### src/rtl/instr_fetch_queue.sv
// instr_fetch_queue
//
// Instruction-fetch stage with a decoupling queue between the program counter
// and decode. Sequential fetches go to a synchronous single-cycle instruction
// memory. Each returned word is stored in a small FIFO together with its PC and
// is offered to decode over a valid/ready handshake. An EX-stage redirect
// flushes the queue and drops any response still in flight.
//
// Parameters:
//   XLEN      PC / instruction width
//   FQ_DEPTH  queue entries (power of two, >= 2)
//   RESET_PC  fetch PC after reset (word aligned)
//
// Ports:
//   clk, rst        clock (rising edge), synchronous active-high reset
//   imem_req        fetch request this cycle
//   imem_addr       byte address of the request (always equals the fetch PC)
//   imem_rdata      instruction word, valid the cycle after a request
//   redirect_valid  taken branch/jump from EX
//   redirect_pc     redirect target (bits [1:0] ignored)
//   out_valid       queue head valid for decode
//   out_ready       decode accepts the head
//   out_instr       head instruction
//   out_pc          head PC
//   out_pc4         head PC + 4 (wraps)
//   fq_count        occupied queue entries (registered)
module instr_fetch_queue #(
  parameter int unsigned     XLEN     = 32,
  parameter int unsigned     FQ_DEPTH = 4,
  parameter logic [XLEN-1:0] RESET_PC = '0
) (
  input  logic                        clk,
  input  logic                        rst,
  output logic                        imem_req,
  output logic [XLEN-1:0]             imem_addr,
  input  logic [XLEN-1:0]             imem_rdata,
  input  logic                        redirect_valid,
  input  logic [XLEN-1:0]             redirect_pc,
  output logic                        out_valid,
  input  logic                        out_ready,
  output logic [XLEN-1:0]             out_instr,
  output logic [XLEN-1:0]             out_pc,
  output logic [XLEN-1:0]             out_pc4,
  output logic [$clog2(FQ_DEPTH):0]   fq_count
);

  localparam int unsigned PW = $clog2(FQ_DEPTH);
  localparam int unsigned CW = PW + 1;
  localparam logic [CW:0] DEPTH_W = (CW+1)'(FQ_DEPTH);

  // Architectural state
  logic [XLEN-1:0] fpc_reg;
  logic [XLEN-1:0] req_pc_reg;     // PC of the request whose data arrives this cycle
  logic [PW-1:0]   wr_ptr_reg;
  logic [PW-1:0]   rd_ptr_reg;
  logic [CW-1:0]   count_reg;
  logic            inflight_reg;
  logic            discard_reg;

  logic [XLEN-1:0] instr_mem [FQ_DEPTH];
  logic [XLEN-1:0] pc_mem    [FQ_DEPTH];

  logic            deq;
  logic            enq;
  logic            issue;
  logic [CW:0]     occupancy;

  // Low address bits of the redirect target are discarded by design.
  logic unused_redirect_lsb;
  assign unused_redirect_lsb = ^redirect_pc[1:0];

  // Head is hidden during a redirect so no wrong-path handshake can occur.
  assign out_valid = (count_reg != '0) & ~redirect_valid;
  assign deq       = out_valid & out_ready;

  // Entries held plus the one that may land next edge, minus the one leaving
  // now. Issuing only while this is below depth guarantees the response always
  // has a free slot, so the queue cannot overflow.
  assign occupancy = {1'b0, count_reg} + (CW+1)'(inflight_reg) - (CW+1)'(deq);
  assign issue     = ~rst & ~redirect_valid & (occupancy < DEPTH_W);

  // Redirect wins over the arriving response; discard drops a response whose
  // request was issued before a flush.
  assign enq = inflight_reg & ~discard_reg & ~redirect_valid;

  assign imem_req  = issue;
  assign imem_addr = fpc_reg;

  assign out_instr = instr_mem[rd_ptr_reg];
  assign out_pc    = pc_mem[rd_ptr_reg];
  assign out_pc4   = out_pc + XLEN'(4);
  assign fq_count  = count_reg;

  // Queue storage; contents need no reset since count gates validity.
  always_ff @(posedge clk) begin
    if (enq && !rst) begin
      instr_mem[wr_ptr_reg] <= imem_rdata;
      pc_mem[wr_ptr_reg]    <= req_pc_reg;
    end
  end

  always_ff @(posedge clk) begin
    if (rst) begin
      fpc_reg      <= RESET_PC;
      req_pc_reg   <= RESET_PC;
      wr_ptr_reg   <= '0;
      rd_ptr_reg   <= '0;
      count_reg    <= '0;
      inflight_reg <= 1'b0;
      discard_reg  <= 1'b0;
    end else if (redirect_valid) begin
      fpc_reg      <= {redirect_pc[XLEN-1:2], 2'b00};
      wr_ptr_reg   <= '0;
      rd_ptr_reg   <= '0;
      count_reg    <= '0;
      discard_reg  <= inflight_reg;
      inflight_reg <= 1'b0;
    end else begin
      discard_reg  <= 1'b0;
      inflight_reg <= issue;
      if (issue) begin
        fpc_reg    <= fpc_reg + XLEN'(4);
        req_pc_reg <= fpc_reg;
      end
      if (enq) begin
        wr_ptr_reg <= wr_ptr_reg + PW'(1);
      end
      if (deq) begin
        rd_ptr_reg <= rd_ptr_reg + PW'(1);
      end
      case ({enq, deq})
        2'b10:   count_reg <= count_reg + CW'(1);
        2'b01:   count_reg <= count_reg - CW'(1);
        default: count_reg <= count_reg;
      endcase
    end
  end

endmodule
### config.mk
export PLATFORM = sky130hd
export DESIGN_NAME = instr_fetch_queue
export DESIGN_NICKNAME = d
export VERILOG_FILES = /design/src/rtl/instr_fetch_queue.sv
export SDC_FILE = /design/constraint.sdc
export NUM_CORES = 1
export LEC_CHECK = 0
export ABC_CLOCK_PERIOD_IN_PS = 8100
export BUFFER_PORTS_ARGS = -buffer_cell sky130_fd_sc_hd__buf_2
export CORE_MARGIN = 2
export CORE_UTILIZATION = 43
export CTS_CLUSTER_DIAMETER = 150
export CTS_CLUSTER_SIZE = 30
export DETAILED_ROUTE_END_ITERATION = 8
export PLACE_DENSITY_LB_ADDON = 0.25
export SYNTH_ARGS = -nofsm -noshare
export SYNTH_HDL_FRONTEND = slang
export SYNTH_SLANG_ARGS = --single-unit
### constraint.sdc
create_clock -name clk -period 8.1 [get_ports clk]
set_clock_uncertainty 0.1 [all_clocks]
set_input_delay 1.215 -clock clk [delete_from_list [all_inputs] [get_ports clk]]
set_output_delay 1.215 -clock clk [all_outputs]
set_load 0.01 [all_outputs]
Yosys cells after proc, flatten, opt, wreduce, memory -nomap -nowiden. Memory sizes are Yosys's and may differ from the RTL's. A register that Yosys moved wholly into a read port is not among the register bits. Index checks and enable logic that the tools add are counted. Widths: inputs -> output; s select.

Input bits: 68. Bits in writable memories: 256. Output and inout bits: 133. Logic and storage cells: 47. Memories kept: 2. Flip-flop bits (word level): 73.

Bitwise operators: 9. Order comparisons: 1. Mux-type cells: 9. Eq/ne operators: 2. Add/sub/neg operators: 8. Reduce and logical (&&, ||, !) cells: 8.

Memories: instr_mem (words 4, bits a word 32, read ports 1, clocked after Yosys merged registers in 1, wr ports 1, line 60) `logic [XLEN-1:0] instr_mem [FQ_DEPTH];`; pc_mem (words 4, bits a word 32, read ports 1, clocked after Yosys merged registers in 1, wr ports 1, line 61) `logic [XLEN-1:0] pc_mem [FQ_DEPTH];`.

Operator list (number): $add 32x3->32 const B (2); $mux 32 (2); $mux 2 (4); $and 1x1->1 (6); $pmux 3 s2 (1); $add 2x1->2 const B (2); $add 3x1->4 (1); $lt 4x3->1 const B (1); $reduce_bool 2->1 (2); $reduce_or 2->1 (2); $sub 4x1->4 (1); $add 3x1->3 const B (1); $not 1->1 (3); $reduce_bool 3->1 (1); $sub 3x1->3 const B (1); $eq 2x1->1 const B (1); $eq 2x2->1 const B (1); $mux 1 (2); $reduce_and 2->1 (1); $logic_and 1x1->1 (1); $logic_not 1->1 (1).

Logic depth before layout (Yosys ltp). Gate-level depths: netlist (run 1).

Depth after elaboration: 8. Mapped depth: 14.

Least setup slack after synthesis (run 1). Ideal clock, no wire load.

Path kind: input to output. From: input port redirect_valid. To: output port imem_req. Path buffers: 3. Cell stages on the path: 12. Arrival: 3.685 ns. Path slack: 3.100 ns. Cells stage by stage: clkbuf_1 -> a31oi_1 -> and2_1 -> ha_1 -> inv_1 -> ha_1 -> and3b_1 -> o21a_1 -> o311ai_2 -> buf_2 -> inv_2 -> buf_2.

Longest elaborated chain between the ends: 6. Elaborated cells on any way between the ends: 7. Classes of those cells: 1 x add/sub; 1 x order compare; 5 x bitwise.

Ends and longest elaborated chain: start: declaration (line 37) `input logic redirect_valid,`; $not 1->1 (no source line); $and 1x1->1 (line 73) `assign out_valid = (count_reg != '0) & ~redirect_valid;`; named net out_valid (line 39) `output logic out_valid,`; $and 1x1->1 (line 74) `assign deq = out_valid & out_ready;`; named net deq (line 63) `logic deq;`; $sub 4x1->4 (line 79) `assign occupancy = {1'b0, count_reg} + (CW+1)'(inflight_reg) - (CW+1)'(deq);`; $lt 4x3->1 (line 80) `assign issue = ~rst & ~redirect_valid & (occupancy < DEPTH_W);`; $and 1x1->1 (line 80); end: declaration (line 34) `output logic imem_req,`.

The timed path passes the listed nets, and every way through them passes these cells.

==> results of run 1 <==
## stage by stage
stage               util [%]  total power, mW  cells
floorplan                  -             1.90    822
global placement        48.1             1.96   1368
detailed placement      48.1             1.96   1368
CTS                     49.4             2.77   1388
global route            49.4             2.83   1388
finish                  49.4             2.74   1388
## routing by layer
| metal | wire [µm] | GRT usage (%) | part of all wire [%] | vias up |
|---|---|---|---|---|
| li1 | - | - | - | 3427 |
| met5 | 0 | 0 | 0 | - |
| met4 | 395 | 3.01 | 1.5 | 0 |
| met3 | 1760 | 3.79 | 6.6 | 24 |
| met2 | 12600 | 27.4 | 47 | 200 |
| met1 | 11800 | 23.3 | 44 | 3642 |
## cell usage after synthesis, drive strengths merged, types with 9 or more instances
| library cell | number |
|---|---|
| ha | 10 |
| xnor2 | 46 |
| and3 | 14 |
| clkbuf | 16 |
| inv | 18 |
| xor2 | 13 |
| nor3 | 17 |
| nor2 | 51 |
| nand3 | 19 |
| edfxtp | 248 |
| a21oi | 36 |
| dfxtp | 71 |
| mux4 | 62 |
| nand2 | 83 |
| nand4 | 12 |
| a211oi | 23 |
| buf | 30 |
| nor4 | 9 |
## cell families (layout without fill, tap and decap cells)
kind of cell	after synthesis	count (layout)	share of synthesized area, %
and+or+nand+nor	224	224	8.89
xor gates and xnor gates	59	59	4.00
adders and majority gates	11	11	1.12
muxes	64	64	11.0
AOI/OAI and AO/OA	75	75	3.93
buffers and inverters	64	240	2.44
other	1	6	0.0290
DFF	319	319	68.6
## cells in the final DEF (no fill, tap or decap), drive strengths merged, types with 2 or more instances in the layout
cell      n
xor2     13
nand4    12
or2       4
inv      18
nor3     17
mux2i     2
o21a      2
xnor2    46
nor2     51
conb      6
a21oi    36
and3     14
mux4     62
nor4      9
and2      2
or3       3
ha       10
a211oi   23
a311oi    3
nor3b     2
o21ai     3
nand2    83
buf     202
clkbuf   19
dfxtp    71
nand3    19
nand2b    2
edfxtp  248
and4      3
## final cells by class
class                      instances  area (µm²)
inverter                          18        67.6
timing repair buffer             202        1040
clock inverter                     1        16.3
sequential                       319        8870
tap                              390         488
fill                            2621       15000
clock buffer                      19         390
multi-input combinational        439        3780
## power groups by stage
stage               clock network [mW]  registers, mW  logic [mW]
floorplan                            0           1.84      0.0633
finish                           0.814           1.80       0.118
global placement                     0           1.84       0.117
detailed placement                   0           1.84       0.119
global route                     0.892           1.81       0.131
CTS                              0.844           1.80       0.119
## worst reg2reg max path: stages (launching register included)
cell and delay, ns:
sky130_fd_sc_hd__dfxtp_1 0.59, sky130_fd_sc_hd__inv_1 0.12, sky130_fd_sc_hd__a31oi_1 0.20, sky130_fd_sc_hd__and2_1 0.26
sky130_fd_sc_hd__ha_1 0.18, sky130_fd_sc_hd__inv_1 0.04, sky130_fd_sc_hd__ha_1 0.25, sky130_fd_sc_hd__and3b_1 0.23
sky130_fd_sc_hd__o41ai_4 0.36, sky130_fd_sc_hd__o311ai_4 0.18, sky130_fd_sc_hd__buf_4 0.32, sky130_fd_sc_hd__nor4_1 0.40
sky130_fd_sc_hd__xnor2_1 0.11, sky130_fd_sc_hd__a211oi_1 0.21
## worst paths after layout
check,from,endpoint,slack [ns],cells after the start
worst min register to register,inflight_reg,discard_reg,0.40,2
worst max register to register,fq_count[2],imem_addr[27],4.48,13
worst max-delay path,register,out_pc4[24],2.86,9
worst min-delay path,inflight_reg,discard_reg,0.40,2
==> impl_metrics.toml, run 1 <==
[critical_path]
critical-path-slowest-cell = "sky130_fd_sc_hd__dfxtp_2"
cp_cell_sequence = "buf_4 -> mux4_2 -> ha_1 -> nand2_1 -> o22a_1 -> nor3_4 -> nand3_1 -> xnor2_1 -> buf_2"
worstPathMaxFanout = 39
critPathLaunchType = "register"
worstSetupEndpointType = "output port"
cp_arrival_ns = 3.93
cp_top_family = "flip-flops"
setup_crit_path_kind = "reg -> out"
slowest_delay_ns = 0.80
critPathRequiredTime_ns = 6.78
critical_path.n_buffers_inverters = 2

[placed_design]
pre_cts_slack_ns = 3.07
port_buffers = 192
gp_routability_congestion = 0.815
place.detailed.hpwl_um = 16900
detailed_place.area_mm2 = 0.0142

[final_layout]
layout_top_registers = "instr_mem x128, pc_mem x120"
largest_reg_flops = 128
syn2layout_area_growth_pct = 13.4
max_flop_register = "instr_mem"
drive_above_1_share_pct = 31.3
insertedDiodeCount = 0
finish.instance_area_mm2 = 0.0146
num-nets-final = 1073

[min_path]
holdCritPathClass = "reg -> reg"

[routing]
route.final.wire_length_um = 26500
detailedRoute.firstPassIterationCount = 4
via_count = 7293
ant_nets = 0
drt_drc_violations_left = 0
via_to_cell_ratio = 5.25
detail_route.wl_per_cell_um = 19.1
drt_first_iter_violations = 527

[grt]
grt_usage_pct = 16.7
grt_pass1_wl_um = 40700
grt_start_max_net_pins = 64
first_global_vias = 7130
grt_overflow = 0
grt_antenna_before_repair = 0

[sta]
timing.max_slew.rel_slack_pct = 35.3
setup-violations-final = 0
timing_max_transition_violations_final = 0
finalWorstSetupSlack_ns = 2.86
post-route-min-period_ns = 5.24
hold_violations = 0
final_sum_of_negative_setup_slack_ns = 0
fmax_mhz = 191
finalHoldWorstSlack_ns = 0.398
layout_worst_path_cycle_share_pct = 64.7
rsz0062_at_grt = "no"
worst_slew_pin_slew_ns = 0.971

[cts]
ctsResizeCount = 0
htree_num_levels = 1
post_cts.repair.setup_buffers = 0
cts_max_path_buffers = 3
clock_buffer_count_from_cts = 14
cts_sinks = 319
clk-insertion-delay-late_ns = 0.49
tritoncts = "built"
cts.reportedPaths.clkPinSlew_ns = 0.11
cts_root_buf = "sky130_fd_sc_hd__clkbuf_16"
holdBufCountCts = 0

[floorplan]
initial_core_util_pct = 43.6
floorplan.die_area_mm2 = 0.0315
die_y_um = 177
core.rowCount = 63
core_area_mm2 = 0.0296
die_w_um = 177
count_of_boundary_i_o_pins = 201

[yosys]
mappedNetlistArea_mm2 = 0.0129
synth-warning-count = 0
synth.top_cells.by_area = "sky130_fd_sc_hd__edfxtp_1 58%, sky130_fd_sc_hd__dfxtp_1 11%, sky130_fd_sc_hd__mux4_2 11%"
async_reset_ff_share_pct = 0
post-synth-top-area-fraction_pct = 57.6
post_synth_edffs = 248
mean_cell_area_of_the_mapped_netlist_um2 = 15.8
synth_seq_area_share_pct = 68.6
synth_cell_type_count = 57
synth_seq_cells = 319
synth_largest_area_cell = "sky130_fd_sc_hd__edfxtp_1"
synthFlopType = "sky130_fd_sc_hd__edfxtp_1"
syn_inst = 817

[power_and_ir_drop]
power_per_cell_area_mw_per_mm2 = 187
comb_power_share_pct = 4.3
p_seq_share_pct = 65.9
internal_dissipation_mw = 2.17
netSwitchingPower_uw = 565
p_sw_share_pct = 20.6
power.share.clock_pct = 29.8
power.static_leakage_nw = 5.10
vdd_ir_drop_max_uv = 118

[run_status]
status = "finished, final reports clean"

[job]
drv_cap = 0
(Power assumes the default switching activity.)
==> inputs of run 2 (changes only) <==
--- a/config.mk
+++ b/config.mk
@@ -5,7 +5,8 @@
 export SDC_FILE = /design/constraint.sdc
 export NUM_CORES = 1
 export LEC_CHECK = 0
-export ABC_CLOCK_PERIOD_IN_PS = 8100
+export ABC_AREA = 1
+export ABC_CLOCK_PERIOD_IN_PS = 5500
 export BUFFER_PORTS_ARGS = -buffer_cell sky130_fd_sc_hd__buf_2
 export CORE_MARGIN = 2
 export CORE_UTILIZATION = 43
==> constraint.sdc (replaced) <==
create_clock -name clk -period 5.5 [get_ports clk]
set_clock_uncertainty 0.1 [all_clocks]
set_input_delay 0.825 -clock clk [delete_from_list [all_inputs] [get_ports clk]]
set_output_delay 0.825 -clock clk [all_outputs]
set_load 0.01 [all_outputs]
==> run 2 against run 1 <==
  * Sequential cell count did not move
  * Sequential share of layout area down 5.6 points
  * Power is 50% higher
  * Synthesized cell count increased by 85%
  * First-iteration DRC count rose by 33%
  * Worst hold slack worse by 0.015 ns
  * Clock power up 46%
  * Sequential power rose by 49%
  * Register-to-register slack got worse by 2.1 ns
  * Via count grew 44%
  * Critical path type unchanged
  * Critical endpoint is now out_pc4[22]
  * Largest cell class unchanged
==> impl_metrics.toml, run 2 <==
[yosys]
synth_seq_area_share_pct = 61.2
synth_most_common_cell = "sky130_fd_sc_hd__nand2_1"
main_combinational_cell_family_by_area_after_synthesis = "simple AND/OR/NAND/NOR gates"
synth_cell_type_count = 39
synth_seq_cells = 319
synth_largest_area_cell = "sky130_fd_sc_hd__edfxtp_1"
synthFlopType = "sky130_fd_sc_hd__edfxtp_1"
xor_xnor_cell_area_share_of_the_yosys_netlist_pct = 0.907
synth_adder_area_share_pct = 1.00
syn_inst = 1508
synthSimpleGateAreaFrac_pct = 22.2
yosys-top-cells-count = "402 x sky130_fd_sc_hd__nand2_1, 248 x sky130_fd_sc_hd__edfxtp_1, 159 x sky130_fd_sc_hd__nor2_1"
yosys-mux-area-fraction_pct = 0
synth.top_cells.by_area = "sky130_fd_sc_hd__edfxtp_1 51%, sky130_fd_sc_hd__nand2_1 10%, sky130_fd_sc_hd__dfxtp_1 9.8%"
mean_cell_area_of_the_mapped_netlist_um2 = 9.60
post_synth_edffs = 248
synth_compound_gate_area_share_pct = 8.47
synth-warning-count = 0
post-synth-top-area-fraction_pct = 51.4
mappedNetlistArea_mm2 = 0.0145
async_reset_ff_share_pct = 0

[critical_path]
critical-path-slowest-cell = "sky130_fd_sc_hd__inv_6"
critPathRequiredTime_ns = 4.58
timing.critical_path.mode_cell = "sky130_fd_sc_hd__nand2_1"
cp_top_family = "buffers and inverters"
worstPathMaxFanout = 116
critPathLaunchType = "register"
cp_arrival_ns = 3.47
worstSetupEndpointType = "output port"
slowest_delay_ns = 0.74
setup_crit_path_kind = "reg -> out"
cp_cell_sequence = "inv_6 -> nand2_1 -> nand3_1 -> nand2_1 -> inv_2 -> ha_1 -> nand3_1 -> nor2_4 -> inv_2 -> nor2_4 -> nand2_1 -> o21ai_1 -> nand2_1 -> buf_2"
critical_path.n_buffers_inverters = 4

[cts]
cts.reportedPaths.clkPinSlew_ns = 0.11
cts_max_path_buffers = 3
cts_sinks = 319
htree_num_levels = 1
ctsResizeCount = 0
holdBufCountCts = 0
clock_buffer_count_from_cts = 14
tritoncts = "built"
clk-insertion-delay-late_ns = 0.50
cts_root_buf = "sky130_fd_sc_hd__clkbuf_16"
post_cts.repair.setup_buffers = 0

[sta]
setup-violations-final = 0
fmax_mhz = 227
worst_slew_pin_slew_ns = 0.974
final_sum_of_negative_setup_slack_ns = 0
layout_worst_path_cycle_share_pct = 80.0
timing.max_slew.rel_slack_pct = 35.0
post-route-min-period_ns = 4.40
rsz0062_at_grt = "no"
hold_violations = 0
timing_max_transition_violations_final = 0

[floorplan]
core_area_mm2 = 0.0334
die_y_um = 188
core.rowCount = 67
die_w_um = 188
floorplan.die_area_mm2 = 0.0352
count_of_boundary_i_o_pins = 201
initial_core_util_pct = 43.4

[power_and_ir_drop]
totalPowerFinal_mw = 4.12
vdd_ir_drop_max_uv = 197
power_per_cell_area_mw_per_mm2 = 255
power.static_leakage_nw = 6.31

[routing]
via_count = 10500
drt_drc_violations_left = 0
via_to_cell_ratio = 4.96
detailedRoute.firstPassIterationCount = 5
route.final.wire_length_um = 33200
ant_nets = 0
detail_route.wl_per_cell_um = 15.7
drt_first_iter_violations = 701

[final_layout]
layout_top_registers = "instr_mem x128, pc_mem x120"
largest_reg_flops = 128
syn2layout_area_growth_pct = 11.4
layout.cells.most_common_list = "402 x sky130_fd_sc_hd__nand2_1, 248 x sky130_fd_sc_hd__edfxtp_1, 192 x sky130_fd_sc_hd__buf_2, 154 x sky130_fd_sc_hd__nor2_1, 113 x sky130_fd_sc_hd__o21ai_0"
max_flop_register = "instr_mem"
num-nets-final = 1739
drive_above_1_share_pct = 18.2
layout_commonest_cell = "sky130_fd_sc_hd__nand2_1"
fill_cells = 3199
insertedDiodeCount = 0

[min_path]
holdCritPathClass = "reg -> reg"

[run_status]
status = "finished, final reports clean"

[grt]
grt_start_max_net_pins = 117
first_global_vias = 9851
grt_antenna_before_repair = 0
grt_usage_pct = 18.6
grt_overflow = 0
grt_pass1_wl_um = 52500

[placed_design]
gp_routability_congestion = 0.893
port_buffers = 192
place.detailed.hpwl_um = 21600

[job]
drv_cap = 0
==> run 2: logic make-up after synthesis <==
| group | count (synthesis) |
|---|---|
| buf+inv | 196 |
| xor+xnor | 15 |
| compound gates | 231 |
| other cells | 1 |
| flops | 319 |
| fa+ha+maj | 11 |
| simple gates | 735 |
==> run 2: metrics by stage <==
| step | setup WS, ns | utilization (%) | instance area, µm² | std cells | hold WS [ns] |
|---|---|---|---|---|---|
| finish | 1.10 | 48.4 | 16100 | 2111 | 0.383 |
| detailed placement | 1.56 | 47.2 | 15700 | 2092 | 0.368 |
| global route | 0.669 | 48.4 | 16100 | 2111 | 0.412 |
| global placement | 1.60 | 47.2 | 15700 | 2092 | 0.368 |
| CTS | 0.999 | 48.4 | 16100 | 2111 | 0.383 |
| floorplan | 1.19 | - | 14500 | 1513 | 0.341 |
==> run 2: area by class of cell <==
| class | count | area, µm² | share of cell area (%) |
|---|---|---|---|
| Timing Repair Buffer | 203 | 1060 | 6.54 |
| Clock inverter | 1 | 16.3 | 0.101 |
| Tap cell | 448 | 561 | 3.47 |
| Clock buffer | 18 | 387 | 2.40 |
| Inverter | 124 | 470 | 2.91 |
| Multi-Input combinational cell | 998 | 4780 | 29.6 |
| Sequential cell | 319 | 8870 | 55.0 |
==> run 2: worst reg2reg max path, delay by kind of cell (launching register included) <==
| family | cells | cell delay (ns) |
|---|---|---|
| AND/OR/NAND/NOR | 8 | 0.74 |
| adder cells (fa/ha/maj) | 2 | 0.43 |
| AO/OA/AOI/OAI | 2 | 0.40 |
| flip-flops | 1 | 0.39 |
| buffers and inverters | 6 | 1.03 |
==> run 2: worst paths after layout <==
path	startpoint	to	slack, ns	depth (start not counted)
setup / recovery	register	out_pc4[22]	1.10	14
hold / removal	inflight_reg	discard_reg	0.38	2
setup reg to reg	fq_count[0]	imem_addr[14]	2.36	18
hold reg to reg	inflight_reg	discard_reg	0.38	2
==> run 2: report_power, final <==
| group | internal (mW) | switching (mW) |
|---|---|---|
| registers | 2.64 | 0.0483 |
| clock network | 0.507 | 0.686 |
| logic | 0.0839 | 0.156 |
==> run 2: routing by layer <==
metal,vias to the layer above,wire (µm),GRT usage [%]
met5,-,0,0
met4,0,404,3.51
met3,21,1570,2.30
met2,231,14900,29.8
met1,4901,16300,27.4
li1,5316,-,-
==> inputs of run 3 (changes only) <==
--- a/config.mk
+++ b/config.mk
@@ -6,7 +6,7 @@
 export NUM_CORES = 1
 export LEC_CHECK = 0
 export ABC_AREA = 1
-export ABC_CLOCK_PERIOD_IN_PS = 5500
+export ABC_CLOCK_PERIOD_IN_PS = 4300
 export BUFFER_PORTS_ARGS = -buffer_cell sky130_fd_sc_hd__buf_2
 export CORE_MARGIN = 2
 export CORE_UTILIZATION = 43
==> constraint.sdc (replaced) <==
create_clock -name clk -period 4.3 [get_ports clk]
set_clock_uncertainty 0.1 [all_clocks]
set_input_delay 0.645 -clock clk [delete_from_list [all_inputs] [get_ports clk]]
set_output_delay 0.645 -clock clk [all_outputs]
set_load 0.01 [all_outputs]
==> run 3 against run 2 <==
  * Die area did not move
  * Combinational power rose by 29%
  * Global-route usage rose by 0.079 points
  * Final cell count rose by 0.19%
  * Power rose by 28%
  * Count of clock-buffer cells in the layout rose by 1
  * First-iteration DRC count rose by 15%
  * Sequential power rose by 28%
  * Cell area rose by 0.47%
  * Critical path type unchanged
  * Critical endpoint is now out_pc4[16]
  * Largest power group unchanged
==> impl_metrics.toml, run 3 (synthesis results as in run 2) <==
[grt]
grt_start_max_net_pins = 76
grt_usage_pct = 18.7
grt_overflow = 0
grt_antenna_before_repair = 0
grt_pass1_wl_um = 52700
first_global_vias = 9779

[floorplan]
core.rowCount = 67
count_of_boundary_i_o_pins = 201
core_area_mm2 = 0.0334
die_y_um = 188
floorplan.die_area_mm2 = 0.0352
initial_core_util_pct = 43.4
die_w_um = 188

[placed_design]
gp_routability_congestion = 0.865
port_buffers = 192
place.detailed.hpwl_um = 22000
numPlacedInstances = 2095
detailed_place.area_mm2 = 0.0158

[routing]
detail_route.wl_per_cell_um = 15.9
drt_first_iter_violations = 803
via_to_cell_ratio = 5.01
detailedRoute.firstPassIterationCount = 5
route.final.wire_length_um = 33600
drt_drc_violations_left = 0
via_count = 10600
ant_nets = 0

[critical_path]
critPathRequiredTime_ns = 3.56
setup_crit_path_kind = "reg -> out"
worstReg2RegEnd = "imem_addr[5]"
ff_to_ff_start = "fq_count[1]"
cp_arrival_ns = 2.93
reg2reg_depth = 18
timing.critical_path.mode_cell = "sky130_fd_sc_hd__nand2_1"
worstPathMaxFanout = 58
worstSetupEndpointType = "output port"
cp_cell_sequence = "inv_6 -> nand2_1 -> nand3_1 -> nand2_1 -> inv_2 -> ha_1 -> nand3_1 -> nor2_4 -> inv_2 -> nor2_2 -> nand2_1 -> xnor2_1 -> buf_2"
ff2ff_setup_slack_ns = 0.80
critPathLaunchType = "register"
slowest_delay_ns = 0.48
critical-path-slowest-cell = "sky130_fd_sc_hd__dfxtp_4"

[cts]
post_cts.repair.setup_buffers = 0
ctsResizeCount = 0
cts_root_buf = "sky130_fd_sc_hd__clkbuf_16"
clock_buffer_count_from_cts = 14
cts_max_path_buffers = 3
cts_sinks = 319
clk-insertion-delay-late_ns = 0.50
tritoncts = "built"
holdBufCountCts = 0
cts.reportedPaths.clkPinSlew_ns = 0.11
htree_num_levels = 1

[sta]
hold_violations = 0
timing_max_transition_violations_final = 0
layout_worst_path_cycle_share_pct = 85.5
final_sum_of_negative_setup_slack_ns = 0
post-route-min-period_ns = 3.68
setup-violations-final = 0
worst_slew_pin_slew_ns = 0.952
timing.max_slew.rel_slack_pct = 36.4
fmax_mhz = 272
rsz0062_at_grt = "no"

[final_layout]
layout.cells.most_common_list = "402 x sky130_fd_sc_hd__nand2_1, 248 x sky130_fd_sc_hd__edfxtp_1, 192 x sky130_fd_sc_hd__buf_2, 154 x sky130_fd_sc_hd__nor2_1, 113 x sky130_fd_sc_hd__o21ai_0"
finish.instance_area_mm2 = 0.0162
syn2layout_area_growth_pct = 12.0
max_flop_register = "instr_mem"
num-nets-final = 1742
largest_reg_flops = 128
drive_above_1_share_pct = 18.4
layoutNonFillerInstCount = 2115
insertedDiodeCount = 0
final_core_utilization_pct = 48.6
layout_top_registers = "instr_mem x128, pc_mem x120"
layout_commonest_cell = "sky130_fd_sc_hd__nand2_1"

[min_path]
min_delay_worst_endpoint = "instr_mem[3][25]"
timing.hold.worst_path_depth = 1
hp-start = "imem_rdata[25]"
holdCritPathClass = "in -> reg"

[power_and_ir_drop]
totalPowerFinal_mw = 5.29
vdd_ir_drop_max_uv = 196
power_per_cell_area_mw_per_mm2 = 326
power.static_leakage_nw = 6.34

[run_status]
status = "finished, final reports clean"

[job]
drv_cap = 0
run 3: cell count changes in the layout (fill, tap and decap cells not counted), sizes merged:
cell / previous run / this run
buf: 203 / 206
clkbuf: 18 / 19
run 3: worst max-delay path by stage:
stage	start	to	slack [ns]	cells past startpoint
finish	register	out_pc4[16]	0.62	13
detailed placement	redirect_valid	imem_addr[23]	0.59	18
CTS	register	out_pc4[16]	0.52	13
global placement	redirect_valid	imem_addr[6]	0.66	18
global route	register	out_pc4[20]	0.20	14
floorplan	redirect_valid	instr_mem[0][0]	0.17	3
run 3: cell type report:
class / count / area [µm²]
fill: 3171 / 17100
sequential: 319 / 8870
multi-input combinational: 998 / 4780
timing repair buffer: 206 / 1130
tap: 448 / 561
inverter: 124 / 470
clock buffer: 19 / 390
clock inverter: 1 / 16.3
run 3: critical path, delay by kind of cell, from the launching register on:
| family | cells | cell delay, ns |
|---|---|---|
| xor gates and xnor gates | 1 | 0.13 |
| adders and majority gates | 1 | 0.19 |
| DFF | 1 | 0.48 |
| and+or+nand+nor | 7 | 0.89 |
| buffers and inverters | 4 | 0.70 |
run 3: power breakdown:
part / switching, mW / internal, mW
clock: 0.895 / 0.653
combinational: 0.201 / 0.108
sequential: 0.0608 / 3.37
total: 1.16 / 4.13
run 3: routing by layer:
layer	global-route usage [%]	vias to the layer above	share of wire, %
li1	-	5330	-
met1	27.8	4940	48
met2	29.8	295	44
met3	2.19	24	5.8
met4	3.33	0	1.5
met5	0	-	0
run 3: metrics by stage:
step	hold WS [ns]	setup WS, ns
after global routing	0.230	0.203
after detailed placement	0.369	0.591
final	0.256	0.623
after CTS	0.232	0.518
after floorplan	0.341	0.172
after global placement	0.366	0.658
